## src/rtl/fnd_display_ctrl.sv

```systemverilog
// -----------------------------------------------------------------------------
// fnd_display_ctrl
//
// Converts a 14-bit binary count (nominal 0..9999) into four BCD digits with an
// iterative double-dabble FSM. The committed digits are shown on a common-anode
// 4-digit 7-segment display by time-multiplexed digit scanning.
//
// Parameters
//   SCAN_DIV : i_clk cycles per digit slot (>= 2)
//   BLANK_LZ : 1 = blank leading zeros on thousands/hundreds/tens digits
//
// Ports
//   i_clk      : system clock, rising edge
//   i_reset    : asynchronous, active-high reset
//   i_value    : binary value to display
//   o_bcd      : committed BCD {thousands, hundreds, tens, ones}
//   o_busy     : high while a conversion is in progress
//   o_overflow : last committed conversion saw i_value > 9999
//   o_fnd_com  : digit enables, active-low (bit0 = ones .. bit3 = thousands)
//   o_fnd_font : segments {dp,g,f,e,d,c,b,a}, active-low
// -----------------------------------------------------------------------------
module fnd_display_ctrl #(
  parameter int SCAN_DIV = 100_000,
  parameter bit BLANK_LZ = 1'b1
) (
  input  logic        i_clk,
  input  logic        i_reset,
  input  logic [13:0] i_value,
  output logic [15:0] o_bcd,
  output logic        o_busy,
  output logic        o_overflow,
  output logic [3:0]  o_fnd_com,
  output logic [7:0]  o_fnd_font
);

  localparam int              DIV_W      = (SCAN_DIV > 2) ? $clog2(SCAN_DIV) : 1;
  localparam logic [DIV_W-1:0] DIV_LAST  = DIV_W'(SCAN_DIV - 1);
  localparam logic [13:0]     MAX_VAL    = 14'd9999;
  localparam logic [3:0]      LAST_SHIFT = 4'd13;

  typedef enum logic [1:0] {
    ST_IDLE   = 2'd0,
    ST_SHIFT  = 2'd1,
    ST_COMMIT = 2'd2
  } state_t;

  // ---------------------------------------------------------------------------
  // Helper functions
  // ---------------------------------------------------------------------------

  // Double-dabble correction for one nibble: add 3 when the digit is >= 5.
  function automatic logic [3:0] add3_nibble(input logic [3:0] nib);
    logic [3:0] res;
    if (nib >= 4'd5) begin
      res = nib + 4'd3;
    end else begin
      res = nib;
    end
    return res;
  endfunction

  // Apply the correction to all four BCD nibbles.
  function automatic logic [15:0] add3_all(input logic [15:0] bcd);
    return {add3_nibble(bcd[15:12]), add3_nibble(bcd[11:8]),
            add3_nibble(bcd[7:4]),   add3_nibble(bcd[3:0])};
  endfunction

  // Active-low segment pattern for a BCD digit; dp always off.
  function automatic logic [7:0] font_of(input logic [3:0] dig);
    logic [7:0] f;
    case (dig)
      4'd0:    f = 8'hC0;
      4'd1:    f = 8'hF9;
      4'd2:    f = 8'hA4;
      4'd3:    f = 8'hB0;
      4'd4:    f = 8'h99;
      4'd5:    f = 8'h92;
      4'd6:    f = 8'h82;
      4'd7:    f = 8'hF8;
      4'd8:    f = 8'h80;
      4'd9:    f = 8'h90;
      default: f = 8'hFF;  // non-BCD nibble shows nothing
    endcase
    return f;
  endfunction

  // ---------------------------------------------------------------------------
  // Converter state
  // ---------------------------------------------------------------------------
  state_t      r_state;
  logic [13:0] r_last;
  logic [13:0] r_bin;
  logic [15:0] r_bcd_sh;
  logic [3:0]  r_cnt;
  logic        r_ovf_pend;
  logic [15:0] w_bcd_adj;

  assign w_bcd_adj = add3_all(r_bcd_sh);

  // Double-dabble converter FSM with registered o_bcd/o_overflow/o_busy.
  always_ff @(posedge i_clk or posedge i_reset) begin
    if (i_reset) begin
      r_state    <= ST_IDLE;
      r_last     <= 14'd0;
      r_bin      <= 14'd0;
      r_bcd_sh   <= 16'd0;
      r_cnt      <= 4'd0;
      r_ovf_pend <= 1'b0;
      o_bcd      <= 16'd0;
      o_overflow <= 1'b0;
      o_busy     <= 1'b0;
    end else begin
      case (r_state)
        ST_IDLE: begin
          if (i_value != r_last) begin
            r_last   <= i_value;
            r_bcd_sh <= 16'd0;
            r_cnt    <= 4'd0;
            // Out-of-range values saturate to 9999 and raise overflow at commit.
            if (i_value > MAX_VAL) begin
              r_bin      <= MAX_VAL;
              r_ovf_pend <= 1'b1;
            end else begin
              r_bin      <= i_value;
              r_ovf_pend <= 1'b0;
            end
            r_state <= ST_SHIFT;
            o_busy  <= 1'b1;
          end
        end
        ST_SHIFT: begin
          // Correct then shift {bcd, bin} left by one.
          r_bcd_sh <= {w_bcd_adj[14:0], r_bin[13]};
          r_bin    <= {r_bin[12:0], 1'b0};
          r_cnt    <= r_cnt + 4'd1;
          if (r_cnt == LAST_SHIFT) begin
            r_state <= ST_COMMIT;
          end
        end
        ST_COMMIT: begin
          o_bcd      <= r_bcd_sh;
          o_overflow <= r_ovf_pend;
          o_busy     <= 1'b0;
          r_state    <= ST_IDLE;
        end
        default: begin
          r_state <= ST_IDLE;
          o_busy  <= 1'b0;
        end
      endcase
    end
  end

  // ---------------------------------------------------------------------------
  // Digit scanning
  // ---------------------------------------------------------------------------
  logic [DIV_W-1:0] r_div;
  logic [1:0]       r_idx;

  // Slot divider and digit index advance.
  always_ff @(posedge i_clk or posedge i_reset) begin
    if (i_reset) begin
      r_div <= '0;
      r_idx <= 2'd0;
    end else if (r_div == DIV_LAST) begin
      r_div <= '0;
      r_idx <= r_idx + 2'd1;
    end else begin
      r_div <= r_div + DIV_W'(1);
    end
  end

  logic [3:0] w_digit;
  logic [3:0] w_com;
  logic       w_hi_zero;
  logic [7:0] w_font;

  // Select the current digit, its enable pattern, and its leading-zero status.
  always_comb begin
    w_digit   = 4'd0;
    w_com     = 4'b1111;
    w_hi_zero = 1'b0;
    case (r_idx)
      2'd0: begin
        w_digit = o_bcd[3:0];
        w_com   = 4'b1110;
      end
      2'd1: begin
        w_digit   = o_bcd[7:4];
        w_com     = 4'b1101;
        w_hi_zero = (o_bcd[15:4] == 12'd0);
      end
      2'd2: begin
        w_digit   = o_bcd[11:8];
        w_com     = 4'b1011;
        w_hi_zero = (o_bcd[15:8] == 8'd0);
      end
      2'd3: begin
        w_digit   = o_bcd[15:12];
        w_com     = 4'b0111;
        w_hi_zero = (o_bcd[15:12] == 4'd0);
      end
      default: begin
        w_digit   = 4'd0;
        w_com     = 4'b1111;
        w_hi_zero = 1'b0;
      end
    endcase
    // Ones digit never sets w_hi_zero, so it is never blanked.
    if (BLANK_LZ && w_hi_zero) begin
      w_font = 8'hFF;
    end else begin
      w_font = font_of(w_digit);
    end
  end

  // Register the display pins so they never glitch.
  always_ff @(posedge i_clk or posedge i_reset) begin
    if (i_reset) begin
      o_fnd_com  <= 4'b1110;
      o_fnd_font <= 8'hC0;
    end else begin
      o_fnd_com  <= w_com;
      o_fnd_font <= w_font;
    end
  end

endmodule

```

## config.mk

```make
export PLATFORM = sky130hd
export DESIGN_NAME = fnd_display_ctrl
export DESIGN_NICKNAME = d
export VERILOG_FILES = /design/src/rtl/fnd_display_ctrl.sv
export SDC_FILE = /design/constraint.sdc
export NUM_CORES = 1
export LEC_CHECK = 0
export BUFFER_PORTS_ARGS = -buffer_cell sky130_fd_sc_hd__buf_4
export CORE_AREA = 4 4 121 123
export CTS_CLUSTER_DIAMETER = 150
export DETAILED_ROUTE_END_ITERATION = 7
export DIE_AREA = 0 0 125 127
export HOLD_SLACK_MARGIN = 0.03
export PLACE_DENSITY_LB_ADDON = 0.08
export SLEW_MARGIN = 15
export SYNTH_ARGS = -nofsm -noshare
export SYNTH_HDL_FRONTEND = slang
export SYNTH_SLANG_ARGS = --single-unit
```

## constraint.sdc

```tcl
create_clock -name i_clk -period 7.65 [get_ports i_clk]
set_input_delay 1.1475 -clock i_clk [delete_from_list [all_inputs] [get_ports i_clk]]
set_output_delay 1.1475 -clock i_clk [all_outputs]
set_load 0.05 [all_outputs]
```

**After elaboration in Yosys (flattened, before gate mapping)**

Memory sizes are Yosys's and may differ from the RTL's.
Cells that the tools add are included.

- ROM bits: 112
- Memories: 1
- Input bits: 16
- Output and inout bits: 30
- Register bits after elaboration: 100
- Word-level logic and storage cells: 69

- Multiplexer cells: 22
- Bitwise logic cells: 1
- Add/subtract/negate cells: 7
- $lt $le $gt $ge: 5
- Equal/unequal tests: 10
- Reduce and logical (&&, ||, !) cells: 10

Memories:

| name | depth | width | rd ports | clocked after Yosys merged registers in | wr ports | line | RTL |
|---|---|---|---|---|---|---|---|
| (no name shown) | 16 | 7 | 1 | 0 | 0 | 71 | `case (dig)` |

Operators by type and width:

| kind | count |
|---|---|
| one-hot mux 16 bit (2 select lines) | 1 |
| one-hot mux 4 bit (4 select lines) | 2 |
| two-way mux 14 bit | 2 |
| one-hot mux 14 bit (2 select lines) | 1 |
| adder 17 x 1 -> 17 bit (second input constant) | 1 |
| equality test 17 bit (second input constant) | 1 |
| two-way mux 17 bit | 1 |
| greater-or-equal comparator 4 x 3 -> 1 bit (second input constant) | 4 |
| two-way mux 16 bit | 1 |
| two-way mux 4 bit | 4 |
| > comparator 14 bit (second input constant) | 1 |
| != test 14 bit | 1 |
| adder 4 x 2 -> 4 bit (second input constant) | 3 |
| zero test 12 bit | 1 |
| zero test 8 bit | 1 |
| two-way mux 8 bit | 1 |
| one-hot mux 4 bit (2 select lines) | 1 |
| AND reduction 2 bit | 4 |
| equality test 2 bit (second input constant) | 3 |
| adder 4 x 1 -> 4 bit (second input constant) | 1 |
| equality test 2 x 1 -> 1 bit (second input constant) | 2 |
| equality test 4 bit (second input constant) | 1 |
| zero test 2 bit | 2 |
| zero test 4 bit | 1 |
| 11 further kinds | 14 |

**Logic depth before layout (Yosys ltp)**

- Word-level depth: 4
- Gate-level depth with buffers: 8
- Gate-level depth less buffers: 8

**Worst setup path after synthesis**

No wires, ideal clock.

- Path kind: input -> register
- From: in i_value[12]
- To: reg r_last[0]
- Path buffers: 1
- Path slack: 5087 ps
- Data required time: 7525 ps
- Data arrival time: 2439 ps
- Stages: 5
- Setup time: 125 ps
- Path through: xnor2_1 > nand4_2 > o41ai_4 > buf_2 > mux2_2

- Longest elaborated chain between the ends: 2

Ends and longest elaborated chain:

| what | line | RTL |
|---|---|---|
| start: declaration | 28 | `input logic [13:0] i_value,` |
| != test 14 bit | 115 | `if (i_value != r_last) begin` |
| AND reduction 2 bit (no source line) | - |  |
| end signal: assignment | 116 | `r_last <= i_value;` |
| end: declaration | 91 | `logic [13:0] r_last;` |

Every way passes these cells.
A chain may end at the register's enable or synchronous reset.

**Worst setup path after layout**

- From: in i_value[0]
- To: reg r_last[13]

Same word-level chain as after synthesis.

==> key figures <==
Critical path
  – Crit path from: i_value[0]
  – Critical path endpoint category: register
  – Crit-path slowest cell: o41ai_4
  – WP data arrival: 3020 ps
  – Reg-to-reg slack, setup: 5370 ps
  – Max incr delay on CP: 660 ps
  – CP Max Fanout: 16
  – WS Path Type: in2reg
  – Cell count of the worst reg-to-reg path: 5
  – Delay-heaviest family, CP: compound AO/OA/AOI/OAI gates
  – Worst reg2reg endpoint: r_last[13]
  – Crit path launch type: input port
  – Crit-path cells: buf_4 -> xnor2_1 -> nand4_1 -> o41ai_4 -> buf_4 -> mux2_2
  – R2R Path Start: r_last[0]
  – Number of cells on the critical path: 6
  – Cell mode on critical path: buf_4
  – Worst setup path endpoint: r_last[13]
  – Critical Path RT: 7880 ps
  – Buf/Inv on CP: 2

Layout
  – Most common cell after layout, fill and taps aside: dfrtp_1
  – Finished Layout Cells: 664
  – Proportion of layout cells with a drive suffix above 1: 0.223
  – P&R area growth vs syn: 16.9%
  – Commonest cells after routing, fill and taps aside: dfrtp_1 (95), buf_4 (49), nor2_1 (34)
  – N_diodes: 0
  – Nets: 513
  – # fillers: 1345

Timing
  – # setup viols final: 0
  – Final cycle utilization of the critical path: 0.364
  – Max Slew Vio Count: 0
  – Final Hold Violating Endpoints: 0
  – Worst Max-Slew Pin Slew: 932 ps
  – Worst Skew: 5.59 ps
  – Fmax: 0.359 GHz
  – Final TNS setup: 0 ps
  – RSZ-0062 raised after global routing: no
  – Min Tclk post-route: 2790 ps
  – Slew HR: 0.375

Clock network
  – Clock sink count: 99
  – CTS H-tree lvls: 3
  – Maximum clock path buffer count: 2
  – Inserted Clock Buffers: 9
  – Setup bufs post-CTS: 0
  – Post_cts resized: 0
  – TritonCTS clock tree: built
  – Clock transition at path regs: 70 ps
  – Hold Buf Count CTS: 0
  – Root buf cell: clkbuf_16
  – Worst skew pair latency: 340 ps

Logic synthesis
  – Average size of a mapped cell: 11.1 sq um
  – Yosys warnings: 0
  – Area of the mapped netlist: 4820 sq um
  – Async set or reset register ratio after synthesis: 1.00
  – Synthesized netlist cell count: 436
  – Library cells used by synthesis: 52
  – Seq/Total Area, Yosys: 0.515
  – EDFF count, synth: 0
  – Syn Nets: 470
  – Post-synthesis sequential element count: 99
  – Most used DFF post-synth: dfrtp_1

Run
  – Max-Cap Viols: 0

Hold path
  – Hold Path Class: reg2reg
  – Hold path startpoint: r_div[0]

Die
  – Ports: 46
  – # rows: 43
  – Die outline height: 127 microns
  – Core Area: 13700 sq um
  – Die width: 125 microns
  – Starting Density: 0.353
  – Die area: 15900 sq um

Power
  – Worst IR Drop VDD: 129 uV
  – Leak: 2.51 nW
  – Pwr dens: 392 nW/um^2

Routing
  – Wirelength per Cell: 14.6 microns
  – Drt via density: 4.92
  – DRT Pass-1 Iters: 5
  – Initial DRC count: 176
  – Routed wire length on met2: 4390 microns
  – Post-Route M1 WL: 4760 microns
  – Via count: 3269
  – # DRC: 0
  – WL met3: 370 microns
  – Total Wirelength: 9700 microns
  – Final ANT Viol Nets: 0
  – Top sig layer: met4

Place
  – Dpl cells: 648
  – Input/output buffers: 44
  – DPL Wire Length: 6690 microns
  – GPL Wtd Cong: 0.752

Global routing
  – First-pass GRT wire length: 16700 microns
  – Vias in the first global route: 3187
  – Total track usage: 0.130
  – Largest net degree at the start of global routing: 67
  – Total global routing overflow: 0
  – Initial antenna violation count: 0

Outcome
  – Status: complete, no violations
==> worst reg2reg max path: stages, from the launching register on <==
cell	delay [ps]
dfrtp_1	390
xnor2_1	210
nand4_1	200
o41ai_4	660
buf_4	340
mux2_2	360
==> Yosys cell counts (7+ instances only) <==
cell      instances  share of area
ha_1             18          0.047
clkbuf_1          8         0.0062
nor2_1           34          0.026
nand2_1          32          0.025
a21oi_1          22          0.023
xnor2_1          24          0.044
mux2_2           18          0.042
inv_1            25          0.019
dfrtp_1          95           0.49
nand3_1           9         0.0093
o22ai_1           7         0.0091
xor2_1           10          0.018
nor2b_1          13          0.017
o21ai_0          22          0.023
==> layer usage <==
layer / up-vias / track usage
li1: 1603 / -
met1: 1600 / 0.182
met2: 54 / 0.197
met3: 12 / 0.0284
met4: 0 / 0.0517
met5: - / 0
==> cell families after synthesis <==
| kind of cell | count (synthesis) | share of synthesized area |
|---|---|---|
| xor+xnor | 37 | 0.0719 |
| other cells | 1 | 0.000778 |
| simple gates | 122 | 0.126 |
| flops | 99 | 0.515 |
| buf+inv | 42 | 0.0405 |
| fa+ha+maj | 18 | 0.0467 |
| compound gates | 90 | 0.135 |
| mux | 27 | 0.0641 |
==> final cells by class <==
| class | instances | area, sq um | share of cell area |
|---|---|---|---|
| multi-input cells | 295 | 2150 | 0.382 |
| inverters | 25 | 96.3 | 0.0171 |
| repair buffers | 49 | 368 | 0.0653 |
| clock inverters | 6 | 72.6 | 0.0129 |
| well taps | 180 | 225 | 0.0400 |
| clock buffers | 10 | 239 | 0.0424 |
| flip-flops and latches | 99 | 2480 | 0.440 |
==> state kept, by name (all words and copies together), names as in the netlist <==
name        count
r_div          17
o_fnd_font      7
o_fnd_com       4
r_bin          14
o_overflow      1
o_busy          1
r_bcd_sh       16
r_idx           2
o_bcd          16
r_last         14
r_cnt           4
r_ovf_pend      1
r_state         2
==> power by group <==
group | switching, W | total, W | internal [W]
Sequential | 0.000140 | 0.000842 | 0.000702
Clock | 0.000209 | 0.000475 | 0.000266
Combinational | 0.000523 | 0.000892 | 0.000369
==> through the flow <==
step           worst slack (ps)  hold slack, ps  total power, W  area [sq um]   util
6_report                   4860             485         0.00221          5640  0.412
4_1_cts                    4830             489         0.00224          5640  0.412
3_3_place_gp               4490             475         0.00175          5320  0.390
5_1_grt                    4700             513         0.00236          5640  0.412
3_5_place_dp               4460             479         0.00176          5320  0.390
2_1_floorplan              3920             446         0.00152          4820      -
==> worst min path at each step <==
stage	endpoint	slack (ps)	cells after the start
finish	r_div[0]	480	1
global route	r_bin[10]	510	1
CTS	r_div[0]	490	1
detailed placement	r_div[0]	480	1
global placement	r_div[0]	480	1
floorplan	r_ovf_pend	450	2
(Power assumes the default switching activity.)
